<file path="config.mk">
export PLATFORM = sky130hd
export DESIGN_NAME = measurement_readout_flat
export DESIGN_NICKNAME = d
export VERILOG_FILES = /design/src/rtl/measurement_readout_pkg.sv /design/src/rtl/measurement_readout_if.sv /design/src/rtl/measurement_readout_fifo.sv /design/src/rtl/measurement_readout.sv /design/src/flat_wrapper.sv
export SDC_FILE = /design/constraint.sdc
export NUM_CORES = 1
export LEC_CHECK = 0
export CAP_MARGIN = 20
export CORE_MARGIN = 2
export CORE_UTILIZATION = 50
export CTS_CLUSTER_DIAMETER = 30
export DETAILED_ROUTE_END_ITERATION = 10
export GPL_TIMING_DRIVEN = 0
export HOLD_SLACK_MARGIN = 0.03
export PLACE_DENSITY_LB_ADDON = 0.15
export SYNTH_ARGS = -nofsm -noshare
export SYNTH_HDL_FRONTEND = slang
export SYNTH_SLANG_ARGS = --single-unit
</file>
<file path="constraint.sdc">
create_clock -name clk -period 4 [get_ports clk]
set_input_delay 0.8 -clock clk [delete_from_list [all_inputs] [get_ports clk]]
set_output_delay 0.8 -clock clk [all_outputs]
set_load 0.02 [all_outputs]
</file>
<file path="src/rtl/measurement_readout_pkg.sv">
// Shared definitions for the measurement readout path: sync byte, sequence width,
// FSM state encoding and the frame-length helper.
package measurement_readout_pkg;

  localparam logic [7:0] SYNC_BYTE = 8'hA5;
  localparam int         SEQ_BITS  = 8;

  typedef enum logic [1:0] {
    ST_IDLE,
    ST_LOAD,
    ST_SHIFT,
    ST_GAP
  } readout_state_e;

  // A frame is the sync byte, the sequence number and two saturated time fields.
  function automatic int frame_len(input int out_bits);
    return 8 + SEQ_BITS + 2 * out_bits;
  endfunction

endpackage

</file>
<file path="src/rtl/measurement_readout_if.sv">
// Measurement-in / serial-out signal bundle of the readout block.
interface measurement_readout_if #(
  parameter int DATA_BITS  = 32,
  parameter int FIFO_DEPTH = 4
);
  localparam int LEVEL_BITS = $clog2(FIFO_DEPTH) + 1;

  logic                  pulse;
  logic [DATA_BITS-1:0]  time_high;
  logic [DATA_BITS-1:0]  time_low;
  logic                  clr_ovf;
  logic                  sck;
  logic                  sdo;
  logic                  sframe;
  logic                  overflow;
  logic [LEVEL_BITS-1:0] fifo_level;

  modport master (
    output pulse, time_high, time_low, clr_ovf,
    input  sck, sdo, sframe, overflow, fifo_level
  );

  modport slave (
    input  pulse, time_high, time_low, clr_ovf,
    output sck, sdo, sframe, overflow, fifo_level
  );

endinterface

</file>
<file path="src/rtl/measurement_readout_fifo.sv">
// Small synchronous FIFO for captured measurements; a pop frees room for a push
// arriving in the same cycle, even when full.
module measurement_readout_fifo #(
  parameter int WIDTH = 32,
  parameter int DEPTH = 4
) (
  input  logic                       clk,
  input  logic                       rst_n,
  input  logic                       push,
  input  logic                       pop,
  input  logic [WIDTH-1:0]           din,
  output logic [WIDTH-1:0]           dout,
  output logic                       full,
  output logic                       empty,
  output logic [$clog2(DEPTH):0]     level
);

  localparam int AW = $clog2(DEPTH);

  logic [WIDTH-1:0] mem [DEPTH];
  logic [AW-1:0]    wr_ptr;
  logic [AW-1:0]    rd_ptr;
  logic             do_push;
  logic             do_pop;

  assign full    = (level == (AW+1)'(DEPTH));
  assign empty   = (level == '0);
  assign do_pop  = pop && !empty;
  assign do_push = push && (!full || do_pop);
  assign dout    = mem[rd_ptr];

  always_ff @(posedge clk) begin
    if (do_push) begin
      mem[wr_ptr] <= din;
    end
  end

  always_ff @(posedge clk or negedge rst_n) begin
    if (!rst_n) begin
      wr_ptr <= '0;
      rd_ptr <= '0;
      level  <= '0;
    end else begin
      if (do_push) begin
        wr_ptr <= wr_ptr + 1'b1;
      end
      if (do_pop) begin
        rd_ptr <= rd_ptr + 1'b1;
      end
      if (do_push && !do_pop) begin
        level <= level + 1'b1;
      end else if (do_pop && !do_push) begin
        level <= level - 1'b1;
      end
    end
  end

endmodule

</file>
<file path="src/rtl/measurement_readout.sv">
// Captures frequency-counter results on PULSE into a FIFO and ships each entry
// as a fixed-length frame over an SCK/SDO/SFRAME serial link.
module measurement_readout
  import measurement_readout_pkg::*;
#(
  parameter int DATA_BITS  = 32,
  parameter int OUT_BITS   = 16,
  parameter int FIFO_DEPTH = 4,
  parameter int CLK_DIV    = 4,
  parameter int GAP_CYCLES = 4
) (
  input  logic                  clk,
  input  logic                  rst_n,
  measurement_readout_if.slave  bus
);

  localparam int FL         = frame_len(OUT_BITS);
  localparam int ENTRY_BITS = SEQ_BITS + 2 * OUT_BITS;
  localparam int LEVEL_BITS = $clog2(FIFO_DEPTH) + 1;
  localparam int BIT_BITS   = $clog2(FL);
  localparam int DIV_BITS   = $clog2(CLK_DIV);
  localparam int GAP_BITS   = $clog2(GAP_CYCLES + 1);

  function automatic logic [OUT_BITS-1:0] sat(input logic [DATA_BITS-1:0] x);
    return ((x >> OUT_BITS) != '0) ? '1 : x[OUT_BITS-1:0];
  endfunction

  readout_state_e        state;
  logic [SEQ_BITS-1:0]   seq;
  logic                  overflow;
  logic                  pop;
  logic                  drop;
  logic                  fifo_full;
  logic                  fifo_empty;
  logic [ENTRY_BITS-1:0] fifo_din;
  logic [ENTRY_BITS-1:0] fifo_dout;
  logic [LEVEL_BITS-1:0] level;
  logic [FL-1:0]         frame_word;
  logic [FL-1:0]         shift_reg;
  logic [BIT_BITS-1:0]   bit_cnt;
  logic [DIV_BITS-1:0]   div_cnt;
  logic [GAP_BITS-1:0]   gap_cnt;
  logic                  sck;
  logic                  sdo;
  logic                  sframe;

  assign pop        = (state == ST_LOAD);
  assign drop       = bus.pulse && fifo_full && !pop;
  assign fifo_din   = {seq, sat(bus.time_high), sat(bus.time_low)};
  assign frame_word = {SYNC_BYTE, fifo_dout};

  assign bus.sck        = sck;
  assign bus.sdo        = sdo;
  assign bus.sframe     = sframe;
  assign bus.overflow   = overflow;
  assign bus.fifo_level = level;

  measurement_readout_fifo #(
    .WIDTH (ENTRY_BITS),
    .DEPTH (FIFO_DEPTH)
  ) u_fifo (
    .clk   (clk),
    .rst_n (rst_n),
    .push  (bus.pulse),
    .pop   (pop),
    .din   (fifo_din),
    .dout  (fifo_dout),
    .full  (fifo_full),
    .empty (fifo_empty),
    .level (level)
  );

  // Sequence advances on every strobe, dropped or not, so the receiver sees gaps.
  always_ff @(posedge clk or negedge rst_n) begin
    if (!rst_n) begin
      seq      <= '0;
      overflow <= 1'b0;
    end else begin
      if (bus.pulse) begin
        seq <= seq + 1'b1;
      end
      if (drop) begin
        overflow <= 1'b1;
      end else if (bus.clr_ovf) begin
        overflow <= 1'b0;
      end
    end
  end

  always_ff @(posedge clk or negedge rst_n) begin
    if (!rst_n) begin
      state     <= ST_IDLE;
      shift_reg <= '0;
      bit_cnt   <= '0;
      div_cnt   <= '0;
      gap_cnt   <= '0;
      sck       <= 1'b0;
      sdo       <= 1'b0;
      sframe    <= 1'b0;
    end else begin
      case (state)
        ST_IDLE: begin
          if (!fifo_empty) begin
            state <= ST_LOAD;
          end
        end
        ST_LOAD: begin
          shift_reg <= frame_word;
          sdo       <= frame_word[FL-1];
          sframe    <= 1'b1;
          sck       <= 1'b0;
          bit_cnt   <= '0;
          div_cnt   <= '0;
          state     <= ST_SHIFT;
        end
        ST_SHIFT: begin
          // Outputs are set one cycle ahead, so SCK rises when the next count reaches half a bit.
          if (div_cnt == DIV_BITS'(CLK_DIV - 1)) begin
            div_cnt <= '0;
            sck     <= 1'b0;
            if (bit_cnt == BIT_BITS'(FL - 1)) begin
              sframe  <= 1'b0;
              sdo     <= 1'b0;
              gap_cnt <= '0;
              state   <= ST_GAP;
            end else begin
              bit_cnt   <= bit_cnt + 1'b1;
              shift_reg <= shift_reg << 1;
              sdo       <= shift_reg[FL-2];
            end
          end else begin
            div_cnt <= div_cnt + 1'b1;
            sck     <= (div_cnt >= DIV_BITS'(CLK_DIV / 2 - 1));
          end
        end
        ST_GAP: begin
          if (gap_cnt == GAP_BITS'(GAP_CYCLES - 1)) begin
            state <= ST_IDLE;
          end else begin
            gap_cnt <= gap_cnt + 1'b1;
          end
        end
        default: state <= ST_IDLE;
      endcase
    end
  end

endmodule
</file>
<file path="src/flat_wrapper.sv">
// flat-port wrapper written by rule: the top's interface ports become plain ports
module measurement_readout_flat import measurement_readout_pkg::*;
#(
  parameter int DATA_BITS  = 32,
  parameter int OUT_BITS   = 16,
  parameter int FIFO_DEPTH = 4,
  parameter int CLK_DIV    = 4,
  parameter int GAP_CYCLES = 4
)
  (clk, rst_n, bus_pulse, bus_time_high, bus_time_low, bus_clr_ovf, bus_sck, bus_sdo, bus_sframe, bus_overflow, bus_fifo_level);
  measurement_readout_if #(.DATA_BITS(DATA_BITS), .FIFO_DEPTH(FIFO_DEPTH)) bus_i ();
  input  logic clk;
  input  logic rst_n;
  input wire logic [$bits(bus_i.pulse)-1:0] bus_pulse;
  input wire logic [$bits(bus_i.time_high)-1:0] bus_time_high;
  input wire logic [$bits(bus_i.time_low)-1:0] bus_time_low;
  input wire logic [$bits(bus_i.clr_ovf)-1:0] bus_clr_ovf;
  output wire logic [$bits(bus_i.sck)-1:0] bus_sck;
  output wire logic [$bits(bus_i.sdo)-1:0] bus_sdo;
  output wire logic [$bits(bus_i.sframe)-1:0] bus_sframe;
  output wire logic [$bits(bus_i.overflow)-1:0] bus_overflow;
  output wire logic [$bits(bus_i.fifo_level)-1:0] bus_fifo_level;
  assign bus_i.pulse = bus_pulse;
  assign bus_i.time_high = bus_time_high;
  assign bus_i.time_low = bus_time_low;
  assign bus_i.clr_ovf = bus_clr_ovf;
  assign bus_sck = bus_i.sck;
  assign bus_sdo = bus_i.sdo;
  assign bus_sframe = bus_i.sframe;
  assign bus_overflow = bus_i.overflow;
  assign bus_fifo_level = bus_i.fifo_level;
  measurement_readout #(.DATA_BITS(DATA_BITS), .OUT_BITS(OUT_BITS), .FIFO_DEPTH(FIFO_DEPTH), .CLK_DIV(CLK_DIV), .GAP_CYCLES(GAP_CYCLES)) u_core (.clk(clk), .rst_n(rst_n), .bus(bus_i));
endmodule
</file>
==> out/metrics.yaml <==
status: "complete, no violations"
finalNonFillerCells: 1132
gp_congestion: 0.778
die_h_um: 145
tightest_slew_ns: 0.562
synth_top_family_by_area: "multiplexers"
cp_data_required_time_ns: 4.45
synth_fa_ha_area_frac: 0.0209
syn_area_um2: 9950
synth_cell_types: 45
synthSimpleGateAreaFrac: 0.0870
fin_setup_tns_ns: 0
synth_warnings: 0
power_density_nw_per_um2: 837
syn_inst: 703
wire_per_inst_um: 18.7
antenna_found_initial: 0
clock_latency_ns: 0.55
vdd_drop_max_mv: 0.444
hold_violations: 0
ant_nets: 0
avgSynthCellArea_um2: 14.2
port_buffers: 73
grt_first_pass_wirelength_um: 34600
clock_sinks: 238
yosys.cell_count.top_type: "edfxtp_1"
area_growth_pct: 28.1
grt_max_degree: 46
gr-total-overflow: 0
synthArstFlopShare: 0.328
drtPass1Iterations: 5
grt_pass1_vias: 6795
cp_max_fo: 8
p_leak_uw: 0.00472
finalSetupViolations: 0
post_cts_buffers: 0
cts_root_buf: "clkbuf_16"
ctsResizeCount: 0
num_vias: 6227
start_kind: "register"
synth-edff-count: 160
tritoncts: "done"
crit_arrival_ns: 3.01
hpwlAfterDp_um: 13000
grt_most_used_layer: "met2"
fin_worst_skew_ns: 0.0216
start_util: 0.511
power_frac_clock: 0.363
layout.nets: 913
first_iter_violations: 352
synth-compound-area-share: 0.0833
p_sw_frac: 0.321
slowest_delay_ns: 0.40
p_sw_uw: 3430
synth_top_area_cell: "edfxtp_1"
n_antenna_cell: 0
synth_commonest_cells: "edfxtp_1, nor2_1, dfrtp_1"
pwr-share-seq: 0.353
max_slew_margin: 0.625
ys_seq_elements: 238
track_usage: 0.206
drc: 0
muxShareOfSynthArea: 0.0960
cpMaxStageDelayCell: "dfrtp_1"
timing.fmax_mhz: 390
wirelength_um: 21200
fp.dieArea_um2: 21000
hold_buffers: 0
cap_violations: 0
worstSetupPathType: "register to register"
io_pins: 75
period_needed_ns: 2.56
hp-class: "input port to asynchronous set/reset pin"
grt_util_met3: 0.0440
comb_power_share: 0.283
grt_use_met2: 0.352
coreArea_um2: 19500
final_util: 0.655
synth-xor-area-share: 0.0114
final_area_um2: 12700
drive_gt1_frac: 0.218
largest_reg_flops: 160
synth-main-ff-cell: "edfxtp_1"
slew_viol_final: 0
synth_nets: 787
synthTopCellsByArea: "edfxtp_1, dfrtp_1, mux2_2, mux2i_1, a221oi_1"
h-tree-depth: 2
crit_chain: "inv_1 -> ha_1 -> nor4b_1 -> nor2b_1 -> clkbuf_1 -> ha_1 -> inv_1 -> fa_1 -> xor2_1 -> nor2_1 -> xor2_1"
ys_seq_area_frac: 0.679
synth_top_area_frac: 0.483
period_share: 0.641
die_w_um: 145
rsz0062_at_grt: "no"
cts.clk_slew.worst_paths_ns: 0.05
p_int_uw: 7240
vias_per_cell: 5.50
endpoint_kind: "register"
placed_area_um2: 11100
place_inst: 1046
numCtsBuffers: 46
gr-usage-met1: 0.254
clockBufferDepth: 3
whs_ns: 0.229
rows: 51
fill_cells: 1379
## final cells by class
| type | count | area [um^2] | share of cell area |
|---|---|---|---|
| Multi-Input combinational cell | 414 | 2980 | 0.233 |
| Clock inverter | 31 | 379 | 0.0297 |
| Tap cell | 265 | 332 | 0.0260 |
| Sequential cell | 238 | 6760 | 0.530 |
| Buffer | 38 | 173 | 0.0135 |
| Clock buffer | 55 | 1250 | 0.0978 |
| Inverter | 13 | 48.8 | 0.00383 |
| Timing Repair Buffer | 78 | 836 | 0.0656 |
## per-stage QoR
stage | setup slack (ns) | power, uW
2_1_floorplan | 1.18 | 5850
3_3_place_gp | -0.808 | 6660
3_5_place_dp | 1.21 | 6820
4_1_cts | 1.39 | 10800
5_1_grt | 1.18 | 11200
6_report | 1.44 | 10700
## layer usage
metal	wire length [um]	part of all wire
met5	0	0
met4	554	0.026
met3	967	0.046
met2	10700	0.50
met1	8990	0.42
## worst paths after layout
check                                startpoint                endpoint  slack [ns]  cells after the start
worst max-delay path            u_core.state[1]  u_core.u_fifo.level[2]        1.44                     11
worst min-delay path                      rst_n       u_core.bit_cnt[0]        0.23                      1
worst max register to register  u_core.state[1]  u_core.u_fifo.level[2]        1.44                     11
worst min register to register   u_core.bus.sdo          u_core.bus.sdo        0.50                      2
max in group asynchronous                 rst_n    u_core.shift_reg[22]        3.16                      2
min in group clk                 u_core.bus.sdo          u_core.bus.sdo        0.50                      2
## power groups by stage
| stage | clock network, uW | logic, uW | registers [uW] |
|---|---|---|---|
| floorplan | 0 | 2120 | 3730 |
| global placement | 0 | 2880 | 3780 |
| detailed placement | 0 | 3020 | 3800 |
| CTS | 3940 | 3060 | 3770 |
| global route | 4070 | 3340 | 3840 |
| finish | 3880 | 3020 | 3770 |
## critical path: cells and delay by family, from the launching register on
family / cells / cell delay (ns)
adder cells (fa/ha/maj): 3 / 0.97
buffers and inverters: 3 / 0.48
flip-flops: 1 / 0.40
AND/OR/NAND/NOR: 3 / 0.33
XOR/XNOR: 2 / 0.31
## cells in the final DEF, fill, tap and decap left out, types with 3 or more instances in the layout
cell type	netlist	routed
clkbuf_1	14	18
or2_2	32	32
nor2b_1	3	3
nand2_1	12	12
and2_2	0	4
a221oi_1	39	39
mux2i_1	43	43
nand4_1	5	5
xnor2_1	8	8
buf_2	21	21
clkbuf_8	0	4
a21oi_1	46	46
xor2_1	5	5
clkinv_4	0	6
nor4_1	8	8
ha_1	15	15
o22ai_1	4	4
dfrtp_1	78	78
bufinv_16	0	5
clkinvlp_4	0	10
buf_12	0	4
clkdlybuf4s50_1	0	72
nor2_1	88	88
o21ai_0	13	13
clkinv_1	0	5
mux2_2	42	42
nand2b_1	4	4
inv_1	13	13
clkbuf_16	0	47
a22o_1	12	12
nand3_1	9	9
edfxtp_1	160	160
## cell families after synthesis
family / count (synthesis)
flops: 238
xor+xnor: 13
buf+inv: 51
mux: 88
fa+ha+maj: 16
simple gates: 177
compound gates: 120
(Power assumes the default switching activity.)
